**src/rtl/mole_field_engine.sv**
```systemverilog
// Whack-a-mole game core: game FSM, LFSR mole spawner, per-hole mole lifetimes,
// hit/whiff/escape classification, saturating counters and a seconds countdown.
module mole_field_engine #(
   parameter int          NUM_HOLES     = 5,
   parameter int          HIT_W         = 4,
   parameter int          SCORE_W       = 8,
   parameter int          TIME_W        = 6,
   parameter int          GAME_SECONDS  = 30,
   parameter int          TICKS_PER_SEC = 50000000,
   parameter int          SPAWN_PERIOD  = 25000000,
   parameter int          MOLE_LIFE     = 75000000,
   parameter logic [15:0] LFSR_SEED     = 16'hACE1
) (
   input  logic                 clock,
   input  logic                 resetn,
   input  logic                 start_game,
   input  logic [HIT_W-1:0]     hit,
   output logic [NUM_HOLES-1:0] moles_up,
   output logic [1:0]           game_state,
   output logic [TIME_W-1:0]    time_left,
   output logic [SCORE_W-1:0]   score,
   output logic [SCORE_W-1:0]   whiffs,
   output logic [SCORE_W-1:0]   escapes,
   output logic                 hit_valid,
   output logic                 whiff_valid,
   output logic [HIT_W-1:0]     hit_hole
);
   localparam int SEC_W   = $clog2(TICKS_PER_SEC + 1);
   localparam int SPAWN_W = $clog2(SPAWN_PERIOD + 1);
   localparam int LIFE_W  = $clog2(MOLE_LIFE + 1);

   localparam logic [SEC_W-1:0]   SEC_RELOAD   = SEC_W'(TICKS_PER_SEC - 1);
   localparam logic [SPAWN_W-1:0] SPAWN_RELOAD = SPAWN_W'(SPAWN_PERIOD - 1);
   localparam logic [LIFE_W-1:0]  LIFE_RELOAD  = LIFE_W'(MOLE_LIFE - 1);

   typedef enum logic [1:0] {
      S_IDLE  = 2'd0,
      S_READY = 2'd1,
      S_PLAY  = 2'd2,
      S_OVER  = 2'd3
   } state_e;

   state_e               state_q, state_d;
   logic [15:0]          lfsr_q, lfsr_d;
   logic [HIT_W-1:0]     prev_hit_q, prev_hit_d;
   logic [SEC_W-1:0]     sec_cnt_q, sec_cnt_d;
   logic [SPAWN_W-1:0]   spawn_cnt_q, spawn_cnt_d;
   logic [TIME_W-1:0]    time_left_q, time_left_d;
   logic [SCORE_W-1:0]   score_q, score_d;
   logic [SCORE_W-1:0]   whiffs_q, whiffs_d;
   logic [SCORE_W-1:0]   escapes_q, escapes_d;
   logic [NUM_HOLES-1:0] moles_up_q, moles_up_d;
   logic [LIFE_W-1:0]    life_q [NUM_HOLES];
   logic [LIFE_W-1:0]    life_d [NUM_HOLES];
   logic                 hit_valid_q, hit_valid_d;
   logic                 whiff_valid_q, whiff_valid_d;
   logic [HIT_W-1:0]     hit_hole_q, hit_hole_d;

   logic                 new_hit;
   logic                 last_tick;
   logic [15:0]          spawn_cand;
   logic [NUM_HOLES-1:0] hit_sel;
   logic [NUM_HOLES-1:0] spawn_sel;

   function automatic logic [SCORE_W-1:0] sat_inc(input logic [SCORE_W-1:0] v);
      return (&v) ? v : v + SCORE_W'(1);
   endfunction

   assign new_hit    = (hit != prev_hit_q) && (hit != '0) && (hit <= HIT_W'(NUM_HOLES));
   assign last_tick  = (sec_cnt_q == '0) && (time_left_q == TIME_W'(1));
   assign spawn_cand = lfsr_q % 16'(NUM_HOLES);

   // One-hot decodes keep hole selection free of out-of-range vector indexing.
   always_comb begin
      for (int i = 0; i < NUM_HOLES; i++) begin
         hit_sel[i]   = new_hit && (hit == HIT_W'(i + 1));
         spawn_sel[i] = (spawn_cand == 16'(i));
      end
   end

   always_comb begin
      // NOTE: every next-state signal gets its hold value first so no latch is inferred.
      state_d       = state_q;
      lfsr_d        = {lfsr_q[14:0], lfsr_q[15] ^ lfsr_q[13] ^ lfsr_q[12] ^ lfsr_q[10]};
      prev_hit_d    = hit;
      sec_cnt_d     = sec_cnt_q;
      spawn_cnt_d   = spawn_cnt_q;
      time_left_d   = time_left_q;
      score_d       = score_q;
      whiffs_d      = whiffs_q;
      escapes_d     = escapes_q;
      moles_up_d    = moles_up_q;
      life_d        = life_q;
      hit_valid_d   = 1'b0;
      whiff_valid_d = 1'b0;
      hit_hole_d    = hit_hole_q;

      unique case (state_q)
         S_IDLE: state_d = S_READY;
         S_READY, S_OVER: begin
            if (start_game) begin
               state_d     = S_PLAY;
               score_d     = '0;
               whiffs_d    = '0;
               escapes_d   = '0;
               moles_up_d  = '0;
               time_left_d = TIME_W'(GAME_SECONDS);
               sec_cnt_d   = SEC_RELOAD;
               spawn_cnt_d = SPAWN_RELOAD;
               for (int i = 0; i < NUM_HOLES; i++) life_d[i] = '0;
            end
         end
         S_PLAY: begin
            if (last_tick) begin
               // Game end wins over any hit or expiry pending on this edge.
               state_d     = S_OVER;
               time_left_d = '0;
               sec_cnt_d   = SEC_RELOAD;
               moles_up_d  = '0;
               for (int i = 0; i < NUM_HOLES; i++) life_d[i] = '0;
            end else begin
               if (sec_cnt_q == '0) begin
                  sec_cnt_d   = SEC_RELOAD;
                  time_left_d = time_left_q - TIME_W'(1);
               end else begin
                  sec_cnt_d = sec_cnt_q - SEC_W'(1);
               end

               for (int i = 0; i < NUM_HOLES; i++) begin
                  if (moles_up_q[i]) begin
                     if (hit_sel[i]) begin
                        moles_up_d[i] = 1'b0;
                        score_d       = sat_inc(score_d);
                        hit_valid_d   = 1'b1;
                     end else if (life_q[i] == '0) begin
                        moles_up_d[i] = 1'b0;
                        escapes_d     = sat_inc(escapes_d);
                     end else begin
                        life_d[i] = life_q[i] - LIFE_W'(1);
                     end
                  end
               end

               if (new_hit) begin
                  hit_hole_d = hit;
                  if ((hit_sel & moles_up_q) == '0) begin
                     whiffs_d      = sat_inc(whiffs_q);
                     whiff_valid_d = 1'b1;
                  end
               end

               // Occupancy is judged on pre-edge moles_up, so a hole being hit or
               // expiring on this edge cannot be respawned until the next attempt.
               if (spawn_cnt_q == '0) begin
                  spawn_cnt_d = SPAWN_RELOAD;
                  for (int i = 0; i < NUM_HOLES; i++) begin
                     if (spawn_sel[i] && !moles_up_q[i]) begin
                        moles_up_d[i] = 1'b1;
                        life_d[i]     = LIFE_RELOAD;
                     end
                  end
               end else begin
                  spawn_cnt_d = spawn_cnt_q - SPAWN_W'(1);
               end
            end
         end
      endcase
   end

   // NOTE: sequential state is written with non-blocking assignments only.
   always_ff @(posedge clock or negedge resetn) begin
      if (!resetn) begin
         state_q       <= S_IDLE;
         lfsr_q        <= LFSR_SEED;
         prev_hit_q    <= '0;
         sec_cnt_q     <= '0;
         spawn_cnt_q   <= '0;
         time_left_q   <= '0;
         score_q       <= '0;
         whiffs_q      <= '0;
         escapes_q     <= '0;
         moles_up_q    <= '0;
         hit_valid_q   <= 1'b0;
         whiff_valid_q <= 1'b0;
         hit_hole_q    <= '0;
         // NOTE: the lifetime array is plain flops, so it is reset like any other register.
         for (int i = 0; i < NUM_HOLES; i++) life_q[i] <= '0;
      end else begin
         state_q       <= state_d;
         lfsr_q        <= lfsr_d;
         prev_hit_q    <= prev_hit_d;
         sec_cnt_q     <= sec_cnt_d;
         spawn_cnt_q   <= spawn_cnt_d;
         time_left_q   <= time_left_d;
         score_q       <= score_d;
         whiffs_q      <= whiffs_d;
         escapes_q     <= escapes_d;
         moles_up_q    <= moles_up_d;
         hit_valid_q   <= hit_valid_d;
         whiff_valid_q <= whiff_valid_d;
         hit_hole_q    <= hit_hole_d;
         life_q        <= life_d;
      end
   end

   assign moles_up    = moles_up_q;
   assign game_state  = state_q;
   assign time_left   = time_left_q;
   assign score       = score_q;
   assign whiffs      = whiffs_q;
   assign escapes     = escapes_q;
   assign hit_valid   = hit_valid_q;
   assign whiff_valid = whiff_valid_q;
   assign hit_hole    = hit_hole_q;

endmodule

```
**config.mk**
```make
export PLATFORM = sky130hd
export DESIGN_NAME = mole_field_engine
export DESIGN_NICKNAME = d
export VERILOG_FILES = /design/src/rtl/mole_field_engine.sv
export SDC_FILE = /design/constraint.sdc
export NUM_CORES = 1
export LEC_CHECK = 0
export ABC_AREA = 1
export CAP_MARGIN = 30
export CORE_ASPECT_RATIO = 0.8
export CORE_MARGIN = 8
export CORE_UTILIZATION = 40
export CTS_CLUSTER_DIAMETER = 120
export DETAILED_ROUTE_END_ITERATION = 7
export GPL_TIMING_DRIVEN = 0
export PLACE_DENSITY = 0.53
export SYNTH_ARGS = -nofsm -noshare
export SYNTH_HDL_FRONTEND = slang
export SYNTH_SLANG_ARGS = --single-unit
```
**constraint.sdc**
```tcl
create_clock -name clock -period 11 [get_ports clock]
set_clock_uncertainty 0.05 [all_clocks]
set_input_delay 2.2 -clock clock [delete_from_list [all_inputs] [get_ports clock]]
set_output_delay 2.2 -clock clock [all_outputs]
set_load 0.05 [all_outputs]
```
==> results.cfg, run 1 <==
[run]
maxCapViolations = 0

[timing]
slew_violations = 0
max_clock_freq_ghz = 0.110
rsz0062_at_grt = no
layout_min_cycle_time_ps = 9070
tns_ps = 0
fin_ws_ps = 1930
setup_viol = 0
tightest_slew_ps = 904
finalHoldViolCount = 0
relSlewSlack = 0.392
finalCritPeriodShare = 0.825

[run_status]
run_status = finished clean

[clock_network]
cts_sinks = 249
cts_hold_buf = 0
cts_buffers = 31
clock_latency_ps = 580
ctsRootBufferMaster = clkbuf_16
htreeDepth = 1
clockBufferDepth = 3
post_cts.repair.setup_buffers = 0
cts_tree = yes
cts.clk_slew.worst_paths_ps = 60
post_cts_resized = 0

[synth]
synth_top_area_share = 0.344
synth_cell_types = 64
synth_edf_count = 0
synth_seq_cells = 249
synthesis.nets = 2645
ys_top_cells_by_area = dfrtp_1, nand2_1, nor2_1, inv_1, nand3_1
synthFlopType = dfrtp_1
synthArstFlopShare = 1.00
synth_cells = 2616
yosys.area.top_type = dfrtp_1
yosys_warnings = 0
seq_area_frac_synth = 0.356
syn_area_sq_mm = 0.0176
avgSynthCellArea_sq_um = 6.71

[power]
p_sw_frac = 0.382
p_clk_frac = 0.325
irDropWorstVdd_mv = 0.116
p_switching_mw = 1.24
p_seq_frac = 0.355
power.leakage_nw = 10.4
intPower_mw = 2.00
power_density_mw_per_mm2 = 163
power_frac_comb = 0.320

[critical_path]
cp-end-kind = flip-flop
crit_family = simple AND/OR/NAND/NOR gates
critPathSlowestCell = clkdlybuf4s50_1
cp_max_fo = 7
crit_top_cell = inv_1
required_ps = 11380
start_kind = primary input
critical_path_buf_inv_count = 9
critPathMaxStageDelay_ps = 580
arrival_ps = 9460
critical_path_class = primary input to flip-flop

[placement]
port_buffers = 49
dp_slack_ps = 1490
dp.cells = 3230
hpwlAfterDp_um = 36700
gp_congestion = 0.860

[layout]
fillers = 4472
syn_to_final_growth_pct = 13.4
final_core_utilization = 0.460
layout_common_cells = nand2_1, nor2_1, inv_1
nNetsFinal = 2732
seq_area_sq_mm = 0.00624
drive_gt1_frac = 0.0755
finalNonFillerCells = 3288
antenna_cells = 0
final_common_cell = nand2_1
multi_input_area_sq_mm = 0.00975

[global_route]
grt_pass1_wl_um = 82000
antenna_found_initial = 0
grt_pass1_vias = 15800
overflow = 0
globalRouteTotalUtil = 0.192
grt_max_degree = 108

[drt]
drtPass1Iterations = 6
route.detailed.drc = 0
totalWireLength_um = 49400
wl_per_cell_um = 15.0
viasPerCell = 5.07
antenna_left = 0
vias = 16700
drt-initial-drc-count = 1259

[floorplanning]
core_sq_mm = 0.0432
initial_core_util = 0.406
die_area_sq_mm = 0.0509
row_count = 68
die_h_um = 203
die_w_um = 250
design.portCount = 50

[worst_hold_path]
hold_class = flip-flop to flip-flop
-- through the flow --
| step | area (sq um) | hold slack (ps) | total power [mW] |
|---|---|---|---|
| 6_report | 19900 | 334 | 3.24 |
| 5_1_grt | 19900 | 340 | 3.46 |
| 4_1_cts | 19900 | 339 | 3.28 |
| 3_5_place_dp | 18800 | 329 | 2.19 |
| 3_3_place_gp | 18700 | 327 | 2.17 |
| 2_1_floorplan | 17600 | 318 | 1.87 |
-- power by group through the flow --
stage | combinational (mW) | sequential [mW] | clock (mW)
2_1_floorplan | 0.617 | 1.25 | 0
3_3_place_gp | 1.01 | 1.16 | 0
5_1_grt | 1.17 | 1.17 | 1.12
3_5_place_dp | 1.03 | 1.16 | 0
6_report | 1.04 | 1.15 | 1.05
4_1_cts | 1.04 | 1.15 | 1.09
-- sequential cells by signal (all words and copies together) (netlist names), 2 cells and up --
name / cells
life_q: 135
sec_cnt_q: 26
spawn_cnt_q: 25
lfsr_q: 16
escapes: 8
score: 8
whiffs: 8
time_left: 6
moles_up: 5
hit_hole: 4
prev_hit_q: 4
game_state: 2
-- cell families after synthesis --
logic type	synth area share
fa+ha+maj	0.0157
flops	0.356
buf+inv	0.0887
compound gates	0.0851
simple gates	0.387
xor+xnor	0.0684
-- path summary, 6_finish.rpt --
kind                                 end  cells past startpoint  slack (ps)   startpoint
max                           escapes[0]                     44        1930       hit[2]
min                            lfsr_q[6]                      0         330    lfsr_q[5]
max reg2reg                   escapes[0]                     42        3780  life_q[112]
min reg2reg                    lfsr_q[6]                      0         330    lfsr_q[5]
max in group asynchronous    life_q[131]                      2        8470       resetn
min in group asynchronous  sec_cnt_q[21]                      1        1480       resetn
-- cells in the mapped netlist, drive strengths merged, types with 2 or more instances --
cell	instances
nand2	804
a21oi	71
nor3	81
buf	19
xnor2	53
o22ai	10
o2111ai	2
a21o	3
nor2	346
clkbuf	28
inv	351
o211ai	5
dfstp	8
nand4	53
o21a	3
and2	2
or4	3
dfrtp	241
o21ai	143
nand3b	8
and3	2
a31oi	13
o31ai	4
a211oi	2
ha	22
o41ai	2
nand3	191
or2	17
clkinv	3
xor2	84
a22oi	2
nor4	29
a22o	2
-- layer usage --
| metal | global-route usage | wire [um] |
|---|---|---|
| met1 | 0.287 | 25600 |
| met2 | 0.290 | 20300 |
| met3 | 0.0303 | 2500 |
| met4 | 0.0417 | 1050 |
| met5 | 0 | 0 |
-- cell type report --
cell class / instances / share of cell area
Multi-Input combinational cell: 1966 / 0.490
Clock buffer: 49 / 0.0479
Timing Repair Buffer: 54 / 0.0297
Inverter: 354 / 0.0668
Buffer: 47 / 0.0114
Clock inverter: 9 / 0.00522
Sequential cell: 249 / 0.314
Tap cell: 560 / 0.0352
Note: power is estimated with default switching activity, not from simulation.
==> run 2, diff against run 1 <==
PLACE_DENSITY = 0.55   (was 0.53)
clock period = 7.8 ns   (was 11 ns; I/O delays follow)
==> run 2 against run 1 <==
  * Flip-flop and latch count stayed put
  * Hold slack worse by 0.67 ps
  * Cell count is 0.33% higher
  * Sequential share of layout area is 0.53 points lower
  * Largest cell class unchanged
  * Highest routed layer unchanged
==> results.cfg, run 2 (synthesis gave the netlist of run 1 again) <==
[run_status]
run_status = finished clean

[layout]
reg_top3 = life_q x135, sec_cnt_q x26, spawn_cnt_q x25
final_common_cell = nand2_1
antenna_cells = 0
largest_reg_flops = 135
final_core_utilization = 0.468
fillers = 4387
layout_common_cells = nand2_1, inv_1, nor2_1
syn_to_final_growth_pct = 15.3
nNetsFinal = 2744
regMostFlops = life_q
drive_gt1_frac = 0.0935

[drt]
drtPass1Iterations = 8
route.detailed.drc = 0
vias = 16800
viasPerCell = 5.10
drt-initial-drc-count = 1129
antenna_left = 0
wl_per_cell_um = 15.0
totalWireLength_um = 49600

[timing]
relSlewSlack = 0.345
finalCritPeriodShare = 0.945
slew_violations = 0
tns_ps = 0
max_clock_freq_ghz = 0.136
tightest_slew_ps = 979
finalHoldViolCount = 0
setup_viol = 0
layout_min_cycle_time_ps = 7370

[placement]
gp_congestion = 0.869
hpwlAfterDp_um = 36500
port_buffers = 49

[floorplanning]
die_w_um = 250
die_area_sq_mm = 0.0509
core_sq_mm = 0.0432
design.portCount = 50
die_h_um = 203
row_count = 68
initial_core_util = 0.406

[clock_network]
ctsRootBufferMaster = clkbuf_16
cts_hold_buf = 0
cts_buffers = 31
clockBufferDepth = 3
cts_tree = yes
cts.clk_slew.worst_paths_ps = 60
cts_sinks = 249
htreeDepth = 1
clock_latency_ps = 590

[critical_path]
critPathMaxStageDelay_ps = 610
crit_top_cell = nand2_1
cp-end-kind = flip-flop
critical_path_class = primary input to flip-flop
rr_worst_depth = 58
r2r_slack_ps = 870
required_ps = 8210
critPathSlowestCell = clkdlybuf4s50_1
rr_startpoint = lfsr_q[13]
start_kind = primary input
arrival_ps = 7780
cp_max_fo = 7
r2r-end = life_q[43]

[global_route]
grt_pass1_vias = 15900
grt_max_degree = 114
globalRouteTotalUtil = 0.192
overflow = 0
grt_pass1_wl_um = 81700
antenna_found_initial = 2

[worst_hold_path]
hold_class = flip-flop to flip-flop
worst_hold_path.endpoint = lfsr_q[6]
min-delay-start = lfsr_q[5]
hold_depth = 0

[power]
irDropWorstVdd_mv = 0.181
power_density_mw_per_mm2 = 227
power_frac_comb = 0.328
p_clk_frac = 0.320
intPower_mw = 2.82
p_seq_frac = 0.353
power.leakage_nw = 10.5
p_switching_mw = 1.78
p_sw_frac = 0.387

[run]
maxCapViolations = 0
run 2: what timing repair did:
| action | CTS | global route |
|---|---|---|
| buffers inserted | 1 | 11 |
| resized for setup | 20 | 53 |
| setup endpoints to repair | 16 | 17 |
| pin swaps | 1 | 13 |
run 2: worst max path at each step:
stage	startpoint	to	cells past startpoint
after floorplan	hit[1]	score[3]	42
after global placement	resetn	life_q[40]	1
after detailed placement	hit[2]	escapes[4]	44
after CTS	hit[0]	escapes[4]	45
after global routing	hit[3]	escapes[4]	44
final	hit[3]	escapes[4]	45
run 2: per-stage QoR:
stage,instance area (sq um),hold WS [ps],power (mW),setup WS (ps),instances
2_1_floorplan,17600,318,2.64,644,2616
3_3_place_gp,18700,328,3.06,-6540,3225
3_5_place_dp,18800,325,3.09,-1420,3229
4_1_cts,19900,336,4.60,-4.05,3287
5_1_grt,20200,346,4.91,-23.2,3299
6_report,20200,334,4.60,432,3299
run 2: worst max-delay path: cells and delay by family:
kind	cells	cell delay (ps)
and+or+nand+nor	25	2910
buffers and inverters	9	1480
AOI/OAI and AO/OA	8	1140
adders and majority gates	2	430
xor gates and xnor gates	1	240
run 2: layout make-up:
cell class,count,area [sq um],share of cell area
Inverter,354,1330,0.0656
Timing Repair Buffer,66,674,0.0333
Clock buffer,45,878,0.0434
Sequential cell,249,6240,0.308
Clock inverter,12,144,0.00711
Buffer,47,228,0.0113
Multi-Input combinational cell,1966,10000,0.496
Tap cell,560,701,0.0346
run 2: power groups by stage:
stage / Clock, mW / Combinational [mW] / Sequential, mW
after global routing: 1.57 / 1.70 / 1.65
after global placement: 0 / 1.42 / 1.64
final: 1.47 / 1.51 / 1.62
after detailed placement: 0 / 1.45 / 1.64
after floorplan: 0 / 0.870 / 1.77
after CTS: 1.52 / 1.46 / 1.62
run 2: per-layer routing:
layer  GRT usage  part of all wire  vias up
li1            -                 -     8554
met1       0.283              0.51     7871
met2       0.295              0.42      330
met3      0.0289             0.047       60
met4      0.0399             0.020        0
met5           0                 0        -
==> run 3, diff against run 2 <==
CAP_MARGIN = 0   (was 30)
==> run 3 against run 2 <==
  * Register-to-register slack gained 20 ps
  * Sequential power is essentially flat
  * Highest routed layer unchanged
  * Worst setup slack gained 1.3 ps
  * Clock-buffer cell count shrank 2
  * Maximum frequency is essentially flat
  * The flow now finishes with violations (design-rule violations)
==> results.cfg, run 3 (synthesis gave the netlist of run 1 again) <==
[clock_network]
cts_buffers = 34
cts_sinks = 249
htreeDepth = 2
clock_latency_ps = 540
ctsRootBufferMaster = clkbuf_16
cts.clk_slew.worst_paths_ps = 60
cts_tree = yes
clockBufferDepth = 3

[layout]
finalNonFillerCells = 3297
final_common_cell = nand2_1
drive_gt1_frac = 0.0928
syn_to_final_growth_pct = 15.7
regMostFlops = life_q
nNetsFinal = 2744
postLayoutCellArea_sq_mm = 0.0203
final_core_utilization = 0.470
largest_reg_flops = 135
layout_common_cells = nand2_1, inv_1, nor2_1
reg_top3 = life_q x135, sec_cnt_q x26, spawn_cnt_q x25
fillers = 4423

[placement]
hpwlAfterDp_um = 36300
gp_congestion = 0.869
port_buffers = 49
placed_area_sq_mm = 0.0188
dp.cells = 3227

[run_status]
violations = design-rule violations
run_status = finished, violations left

[floorplanning]
core_sq_mm = 0.0432
die_area_sq_mm = 0.0509
row_count = 68
die_w_um = 250
initial_core_util = 0.406
die_h_um = 203
design.portCount = 50

[timing]
relSlewSlack = 0.240
finalHoldViolCount = 0
finalCritPeriodShare = 0.944
layout_min_cycle_time_ps = 7370
setup_viol = 0
max_clock_freq_ghz = 0.136
fin_hold_ws_ps = 337
tns_ps = 0
tightest_slew_ps = 1140
slew_violations = 0

[power]
power_density_mw_per_mm2 = 235
irDropWorstVdd_mv = 0.176
power.leakage_nw = 10.5

[global_route]
antenna_found_initial = 0
grt_pass1_vias = 15900
overflow = 0
globalRouteTotalUtil = 0.194
grt_pass1_wl_um = 81900
grt_max_degree = 114

[run]
maxCapViolations = 0

[drt]
totalWireLength_um = 49900
drtPass1Iterations = 8
antenna_left = 0
drt-initial-drc-count = 1116
vias = 16800
viasPerCell = 5.11
route.detailed.drc = 1
wl_per_cell_um = 15.1

[worst_hold_path]
min-delay-start = lfsr_q[5]
hold_class = flip-flop to flip-flop

[critical_path]
rr_startpoint = lfsr_q[15]
critPathMaxStageDelay_ps = 290
r2r_slack_ps = 890
start_kind = primary input
critPathLaunch = hit[2]
cp-end-kind = flip-flop
required_ps = 8210
cp_max_fo = 7
crit_top_cell = nand2_1
arrival_ps = 7770
critical_path_class = primary input to flip-flop
critPathSlowestCell = nor3_4
## run 3: timing repair
action,4_1_cts,5_1_grt
endpoints found under the setup margin,16,16
pin swaps,2,11
hold buffers,0,0
resized for setup,21,45
buffers inserted,2,10
## run 3: critical path, delay by kind of cell
| family | cells | cell delay (ps) |
|---|---|---|
| AND/OR/NAND/NOR | 28 | 3660 |
| XOR/XNOR | 1 | 230 |
| adder cells (fa/ha/maj) | 3 | 640 |
| AO/OA/AOI/OAI | 7 | 890 |
| buffers and inverters | 8 | 770 |
## run 3: layout make-up
type                    count  area, sq um  area share
clock buffers              43          956      0.0471
flip-flops and latches    249         6240       0.307
plain buffers              47          228      0.0112
repair buffers             63          638      0.0314
multi-input cells        1966        10000       0.493
well taps                 560          701      0.0345
inverters                 354         1330      0.0654
diodes                      1         2.50    0.000123
clock inverters            14          205      0.0101
## run 3: stage by stage
| step | power [mW] | setup WS, ps |
|---|---|---|
| 4_1_cts | 4.79 | -24.1 |
| 6_report | 4.77 | 433 |
| 3_5_place_dp | 3.09 | -1390 |
| 3_3_place_gp | 3.06 | -6540 |
| 5_1_grt | 5.09 | -25.5 |
| 2_1_floorplan | 2.64 | 644 |
## run 3: metal layers
| metal | global-route usage | wire length, um | vias up |
|---|---|---|---|
| met4 | 0.0583 | 1410 | 0 |
| met2 | 0.294 | 20800 | 324 |
| met5 | 0 | 0 | - |
| li1 | - | - | 8545 |
| met1 | 0.282 | 25300 | 7882 |
| met3 | 0.0309 | 2380 | 81 |
## run 3: power breakdown
part / total (mW) / internal, mW / switching, mW
combinational: 1.50 / 0.480 / 1.02
sequential: 1.62 / 1.46 / 0.160
clock: 1.65 / 1.03 / 0.624
total: 4.77 / 2.97 / 1.80
## run 3: worst paths after layout
check / endpoint / depth (start not counted)
max: escapes[6] / 47
min: lfsr_q[6] / 0
max reg2reg: life_q[43] / 58
min reg2reg: lfsr_q[6] / 0
max in group asynchronous: life_q[12] / 2
min in group asynchronous: sec_cnt_q[20] / 1
